**src/rtl/buzzer_pattern_decoder.sv**
```systemverilog
// buzzer_pattern_decoder: locks onto a buzzer square wave, measures beeps and reports the beep count of each burst
module buzzer_pattern_decoder #(
  parameter int HALF_MIN = 3000,
  parameter int HALF_MAX = 3300,
  parameter int LOCK_HALVES = 4,
  parameter int BEEP_MIN = 1_258_750,
  parameter int BURST_GAP = 5_035_000
) (
  input logic clk,
  input logic rst,
  input logic tone_i,
  output logic tone_active,
  output logic evt_valid,
  output logic [2:0] evt_count,
  output logic evt_eat,
  output logic evt_game_over
);
  typedef enum logic [1:0] {IDLE, LOCK, BEEP, GAP} state_t;
  state_t state;
  logic s1, s2, s3;
  logic [15:0] half_cnt;
  logic [15:0] lock_cnt;
  logic [31:0] beep_len;
  logic [31:0] gap_timer;
  logic [2:0] burst_cnt;
  logic [2:0] burst_next;
  logic tone_edge, valid_edge, lost, timeout, gap_run;
  always_comb begin
    tone_active = state == BEEP;
    tone_edge = s2 ^ s3;
    valid_edge = tone_edge && half_cnt >= 16'(HALF_MIN) && half_cnt <= 16'(HALF_MAX);
    lost = tone_edge ? !valid_edge : half_cnt == 16'(HALF_MAX + 1);
    gap_run = (state == LOCK || state == GAP) && burst_cnt != 3'd0;
    timeout = gap_run && gap_timer == 32'(BURST_GAP - 1);
    burst_next = (beep_len >= 32'(BEEP_MIN) && burst_cnt != 3'd7) ? burst_cnt + 3'd1 : burst_cnt;
  end
  always_ff @(posedge clk) begin
    if (rst) begin
      state <= IDLE;
      {s3, s2, s1} <= 3'b000;
      half_cnt <= '0;
      lock_cnt <= '0;
      beep_len <= '0;
      gap_timer <= '0;
      burst_cnt <= '0;
      evt_valid <= 1'b0;
      evt_count <= '0;
      evt_eat <= 1'b0;
      evt_game_over <= 1'b0;
    end else begin
      {s3, s2, s1} <= {s2, s1, tone_i};
      half_cnt <= tone_edge ? '0 : (half_cnt == 16'hFFFF ? half_cnt : half_cnt + 16'd1);
      evt_valid <= timeout;
      if (gap_run) gap_timer <= gap_timer + 32'd1;
      if (timeout) begin
        evt_count <= burst_cnt;
        evt_eat <= burst_cnt == 3'd1;
        evt_game_over <= burst_cnt == 3'd3;
        burst_cnt <= '0;
      end
      case (state)
        IDLE: if (valid_edge) begin
          state <= LOCK;
          lock_cnt <= 16'd1;
        end
        LOCK: if (valid_edge) begin
          lock_cnt <= lock_cnt + 16'd1;
          if (lock_cnt + 16'd1 == 16'(LOCK_HALVES)) begin
            state <= BEEP;
            beep_len <= '0;
          end
        end else if (lost) state <= (burst_cnt == 3'd0 || timeout) ? IDLE : GAP;
        BEEP: begin
          beep_len <= beep_len == 32'hFFFF_FFFF ? beep_len : beep_len + 32'd1;
          if (lost) begin
            burst_cnt <= burst_next;
            gap_timer <= '0;
            state <= burst_next != 3'd0 ? GAP : IDLE;
          end
        end
        GAP: if (valid_edge) begin
          state <= LOCK;
          lock_cnt <= 16'd1;
        end else if (timeout) state <= IDLE;
        default: state <= IDLE;
      endcase
    end
  end
endmodule
```
**config.mk**
```make
export PLATFORM = sky130hd
export DESIGN_NAME = buzzer_pattern_decoder
export DESIGN_NICKNAME = d
export VERILOG_FILES = /design/src/rtl/buzzer_pattern_decoder.sv
export SDC_FILE = /design/constraint.sdc
export NUM_CORES = 1
export LEC_CHECK = 0
export CORE_ASPECT_RATIO = 1.1
export CORE_UTILIZATION = 40
export CTS_BUF_LIST = sky130_fd_sc_hd__clkbuf_8 sky130_fd_sc_hd__clkbuf_16
export CTS_CLUSTER_SIZE = 12
export DETAILED_ROUTE_END_ITERATION = 10
export PLACE_DENSITY = 0.62
export RECOVER_POWER = 25
export SLEW_MARGIN = 20
export SYNTH_ARGS = -nofsm -noshare
export SYNTH_HDL_FRONTEND = slang
export SYNTH_SLANG_ARGS = --single-unit
export TNS_END_PERCENT = 10
```
**constraint.sdc**
```tcl
create_clock -name clk -period 3.8 [get_ports clk]
set_clock_uncertainty 0.2 [all_clocks]
set_input_delay 0.38 -clock clk [delete_from_list [all_inputs] [get_ports clk]]
set_output_delay 0.38 -clock clk [all_outputs]
set_load 0.01 [all_outputs]
```
Word-level counts from Yosys, hierarchy flattened
Cells that the tools add are included.
Cells by class
  add/subtract/negate cells: 5
  magnitude comparators: 3
  eq/ne operators: 20
  muxes and demuxes: 25
  bitwise gates (word level): 1
  reduce and logical (&&, ||, !) cells: 19
Operators by type and width (number)
  $mux W32: 6
  $add A32 B1 Y32 const B: 2
  $pmux W32 S2: 1
  $add A16 B1 Y16 const B: 2
  $eq A32 B23 Y1 const B: 1
  $eq A32 B32 Y1 const B: 1
  $ge A32 B21 Y1 const B: 1
  $mux W16: 2
  $pmux W16 S2: 1
  $mux W2: 9
  $eq A16 B12 Y1 const B: 1
  $eq A16 B16 Y1 const B: 1
  $eq A16 B3 Y1 const B: 1
  $ge A16 B12 Y1 const B: 1
  $le A16 B12 Y1 const B: 1
  $mux W3: 4
  $ne A3 B3 Y1 const B: 3
  $pmux W2 S4: 1
  $ne A2 B1 Y1 const B: 3
  $ne A2 B2 Y1 const B: 3
  $reduce_bool A3 Y1: 2
  $logic_and A1 B1 Y1: 5
  $reduce_and A5 Y1: 1
  $eq A2 B2 Y1 const B: 2
  15 further kinds: 18
Storage, ports and cells
  bits in registers: 110
  output and inout port bits: 7
  logic and storage cells: 86

Logic depth before layout (Yosys ltp)
  depth in word-level cells: 9
  mapped depth: 11
  mapped depth without buffers: 9

Worst setup path before layout
No wires, ideal clock.
  path kind: register to register
  start point: register lock_cnt[0]
  end point: register beep_len[3]
  setup time: 0.132 ns
  data arrival time: 2.467 ns
  path slack: 1.001 ns
  cell stages (with the launch flop): 11
  buffers on the path: 3
  clock period less this slack: 2.799 ns
  cells stage by stage: dfxtp_1 > ha_1 > clkbuf_1 > and4_4 > or4_4 > a2111oi_4 > a32oi_2 > clkbuf_2 > buf_2 > o31ai_1 > a21oi_1
Between the ends
  longest elaborated chain between the ends: 4
Ends and longest elaborated chain
  start: declaration: RTL line 22  | logic [15:0] lock_cnt;
  start signal: assignment: RTL line 67  | lock_cnt <= lock_cnt + 16'd1;
  $add A16 B1 Y16: RTL line 68  | if (lock_cnt + 16'd1 == 16'(LOCK_HALVES)) begin
  $eq A16 B3 Y1: RTL line 68
  $ne A2 B1 Y1 (no source line)
  $reduce_and A4 Y1 (no source line)
  end signal: assignment: RTL line 74  | beep_len <= beep_len == 32'hFFFF_FFFF ? beep_len : beep_len + 32'd1;
  end: declaration: RTL line 23  | logic [31:0] beep_len;
No other way between the ends.
A chain may end at the register's enable or synchronous reset.

Worst setup path after layout
  start point: register lock_cnt[0]
  end point: register beep_len[17]
The elaborated chain is that of the path after synthesis.

==> results.py <==
metrics = {
    "global_route": {
        "grt_max_degree": 39,
        "grtUsageMet1_pct": 22.99,
        "busiest_layer": "met2",
        "antenna_found_initial": 0,
        "met2_usage_pct": 29.66,
        "grt_pass1_wl_um": 22270,
        "grt_use_total_pct": 17.79,
        "grt_pass1_vias": 4662,
        "overflow": 0,
        "globalRouteMet3Util_pct": 3.901,
    },
    "clocking": {
        "cts_buffers": 9,
        "numClockSinks": 110,
        "cts_root_buf": "clkbuf_16",
        "post_cts_buffers": 0,
        "clk_pin_slew_ps": 70,
        "clock_latency_ps": 350,
        "tritoncts": "built",
        "cts_hold_buf": 0,
        "cts_max_path_buffers": 2,
        "cts.htree.levels": 3,
        "cts_resized": 0,
    },
    "setup_path": {
        "slowest_stage": "or4_4",
        "endpoint_kind": "register",
        "cp_max_fo": 38,
        "critical_path_required_ps": 3880,
        "crit_chain": "ha_1, and4_4, or4_4, a2111oi_4, a32oi_2, buf_4, nor4_2, mux2i_1",
        "timing.rr.end": "beep_len[17]",
        "path_buf_inv": 1,
        "crit_type": "reg -> reg",
        "rr_worst_depth": 8,
        "reg2reg_slack_ps": 560,
        "max_stage_delay_ps": 440,
        "startpoint_type": "register",
        "worst_r2r_startpoint": "lock_cnt[0]",
        "arrival_ps": 3320,
        "critPathTopFamily": "simple AND/OR/NAND/NOR gates",
    },
    "logic_synthesis": {
        "syn_area_sq_um": 5852,
        "ys.flop_type": "dfxtp_1",
        "syn_avg_cell_area_sq_um": 8.173,
        "synth.distinct_cells": 53,
        "synth_warnings": 0,
        "syn-num-nets": 736,
        "synthArstFlopShare_pct": 0,
        "synth_enable_flop_cells": 0,
        "ys_seq_area_share_pct": 37.63,
        "ys_seq_elements": 110,
        "netlist_instances": 716,
    },
    "route": {
        "wl_per_cell_um": 14.02,
        "dr.pass1.iters": 4,
        "drc": 0,
        "vias": 5056,
        "antenna_left": 0,
        "drt-vias-per-instance": 5.568,
        "wl_um": 12730,
        "drt_iter0_drc": 287,
    },
    "placement": {
        "gp_congestion": 0.8008,
        "hpwl_um": 9022,
        "portBuffers": 9,
    },
    "floorplanning": {
        "start_util_pct": 40.83,
        "fp.dieW_um": 117.3,
        "rows": 46,
        "coreArea_sq_um": 14330,
        "dieArea_sq_um": 15120,
        "io_pins": 10,
        "die_h_um": 128.9,
    },
    "final_layout": {
        "area_growth_pct": 8.852,
        "drive_gt1_share_pct": 4.609,
        "diodes": 0,
        "nets": 732,
        "final_util_pct": 44.45,
    },
    "timing": {
        "slew_headroom_pct": 10.91,
        "period_minus_slack_ps": 3241,
        "worst_pin_slew_ps": 1336,
        "grt_setup_unrepaired": "no",
        "fin_setup_tns_ps": 0,
        "fmax_mhz": 308.5,
        "drv_slew": 0,
        "min_period_over_period_pct": 85.30,
        "hold_violations": 0,
        "setup_viol": 0,
    },
    "worst_hold_path": {
        "min_path_cells": 1,
        "holdCritStartpoint": "s1",
        "hold_path_class": "reg -> reg",
        "hold_path_end": "s2",
    },
    "pwr": {
        "p_leak_nw": 2.117,
        "p_per_area_nw_per_um2": 347.0,
        "max-vdd-ir-drop_v": 0.0001846,
    },
    "outcome": {
        "status": "finished clean",
    },
    "flow_run": {
        "drv_cap": 0,
    },
}
## logic make-up (layout without fill, tap and decap cells)
logic type	after synthesis	after routing	share of synthesized area, %
AND/OR/NAND/NOR	356	356	33.08
flip-flops	110	110	37.63
adder cells (fa/ha/maj)	17	17	3.635
XOR/XNOR	55	55	8.232
multiplexers	10	10	1.753
AO/OA/AOI/OAI	119	119	12.32
buffers and inverters	49	49	3.357
## metrics by stage
stage | total power, mW | setup slack, ps | instance area (sq um) | hold WS, ps | instances
2_1_floorplan | 1.309 | 1001 | 5852 | 213.8 | 716
3_3_place_gp | 1.352 | 668.9 | 6106 | 217.9 | 893
3_5_place_dp | 1.356 | 568.7 | 6106 | 235.1 | 893
4_1_cts | 2.253 | 545.2 | 6381 | 252.3 | 908
5_1_grt | 2.307 | 238.1 | 6370 | 270.0 | 908
6_report | 2.211 | 558.8 | 6370 | 249.4 | 908
## worst max-delay path by stage
stage | endpoint | from | slack [ps] | cells past startpoint
finish | beep_len[17] | lock_cnt[0] | 560 | 8
global route | gap_timer[0] | rst | 240 | 6
CTS | beep_len[17] | lock_cnt[0] | 550 | 8
floorplan | beep_len[3] | lock_cnt[0] | 1000 | 10
global placement | beep_len[27] | lock_cnt[0] | 670 | 8
detailed placement | beep_len[20] | lock_cnt[0] | 570 | 8
## power breakdown
group | leakage [nW] | internal [mW] | switching (mW)
clock | 0.143 | 0.475 | 0.411
sequential | 0.887 | 1.16 | 0.0100
combinational | 1.09 | 0.0504 | 0.102
## layer usage
layer / wire [um] / part of all wire [%] / up-vias
met5: 0 / 0 / -
met4: 161 / 1.3 / 0
met3: 310 / 2.4 / 8
met2: 6031 / 47 / 41
met1: 6224 / 49 / 2427
li1: - / - / 2580
## synth_stat cells, drive strengths merged, types with 16 or more instances
library cell,number,share of area (%)
dfxtp,110,38
nor2,90,5.8
a21oi,48,4.1
nand3,45,3.8
nand2,42,2.7
o21ai,39,3.3
xor2,36,5.4
or3,33,3.5
nand4,32,3.4
clkbuf,26,1.7
xnor2,19,2.8
inv,18,1.2
ha,17,3.6
and3,16,1.7
and4,16,2.5
## area by class of cell
cell class,instances,area (sq um)
Timing Repair Buffer,16,131.4
Sequential cell,110,2202
Multi-Input combinational cell,557,3453
Inverter,18,67.56
Clock buffer,11,252.7
Fill cell,1444,7961
Tap cell,192,240.2
Clock inverter,4,22.52
## registers in the layout, summed over array words and instances, names as in the netlist
| name | cells |
|---|---|
| s3 | 1 |
| beep_len | 32 |
| state | 2 |
| s1 | 1 |
| evt_eat | 1 |
| lock_cnt | 16 |
| evt_valid | 1 |
| gap_timer | 32 |
| s2 | 1 |
| burst_cnt | 3 |
| half_cnt | 16 |
| evt_count | 3 |
| evt_game_over | 1 |
## layout by cell type (no fill, tap or decap), types with 3 or more instances in the layout
| master | synthesis | final |
|---|---|---|
| nand4_1 | 32 | 32 |
| a41oi_1 | 3 | 3 |
| and2_0 | 2 | 3 |
| nor2b_1 | 7 | 7 |
| a21oi_1 | 48 | 48 |
| nor4_1 | 13 | 13 |
| and4_4 | 3 | 3 |
| and4_1 | 13 | 13 |
| xor2_1 | 36 | 36 |
| nor2_1 | 90 | 90 |
| o31ai_1 | 4 | 4 |
| and3_1 | 16 | 16 |
| clkbuf_16 | 0 | 9 |
| xnor2_1 | 19 | 19 |
| nand2b_1 | 7 | 7 |
| clkbuf_1 | 24 | 3 |
| or4_1 | 9 | 9 |
| buf_4 | 0 | 4 |
| nand3_1 | 45 | 45 |
| o211ai_1 | 4 | 4 |
| nor4b_1 | 5 | 5 |
| nor3_1 | 15 | 15 |
| a211oi_1 | 3 | 3 |
| or3_1 | 33 | 33 |
| mux2i_1 | 8 | 8 |
| or2_2 | 3 | 3 |
| ha_1 | 17 | 17 |
| o21a_1 | 3 | 3 |
| o21ai_0 | 39 | 39 |
| nand2_1 | 42 | 42 |
| dfxtp_1 | 110 | 110 |
| inv_1 | 18 | 19 |
| and2_1 | 8 | 7 |
| dlygate4sd3_1 | 0 | 8 |
## worst register-to-register path: cells and delay by family (launching register included)
family	cells	cell delay [ps]
AO/OA/AOI/OAI	2	760
adder cells (fa/ha/maj)	1	310
buffers and inverters	1	380
flip-flops	1	350
multiplexers	1	230
AND/OR/NAND/NOR	3	950
(Power assumes the default switching activity.)
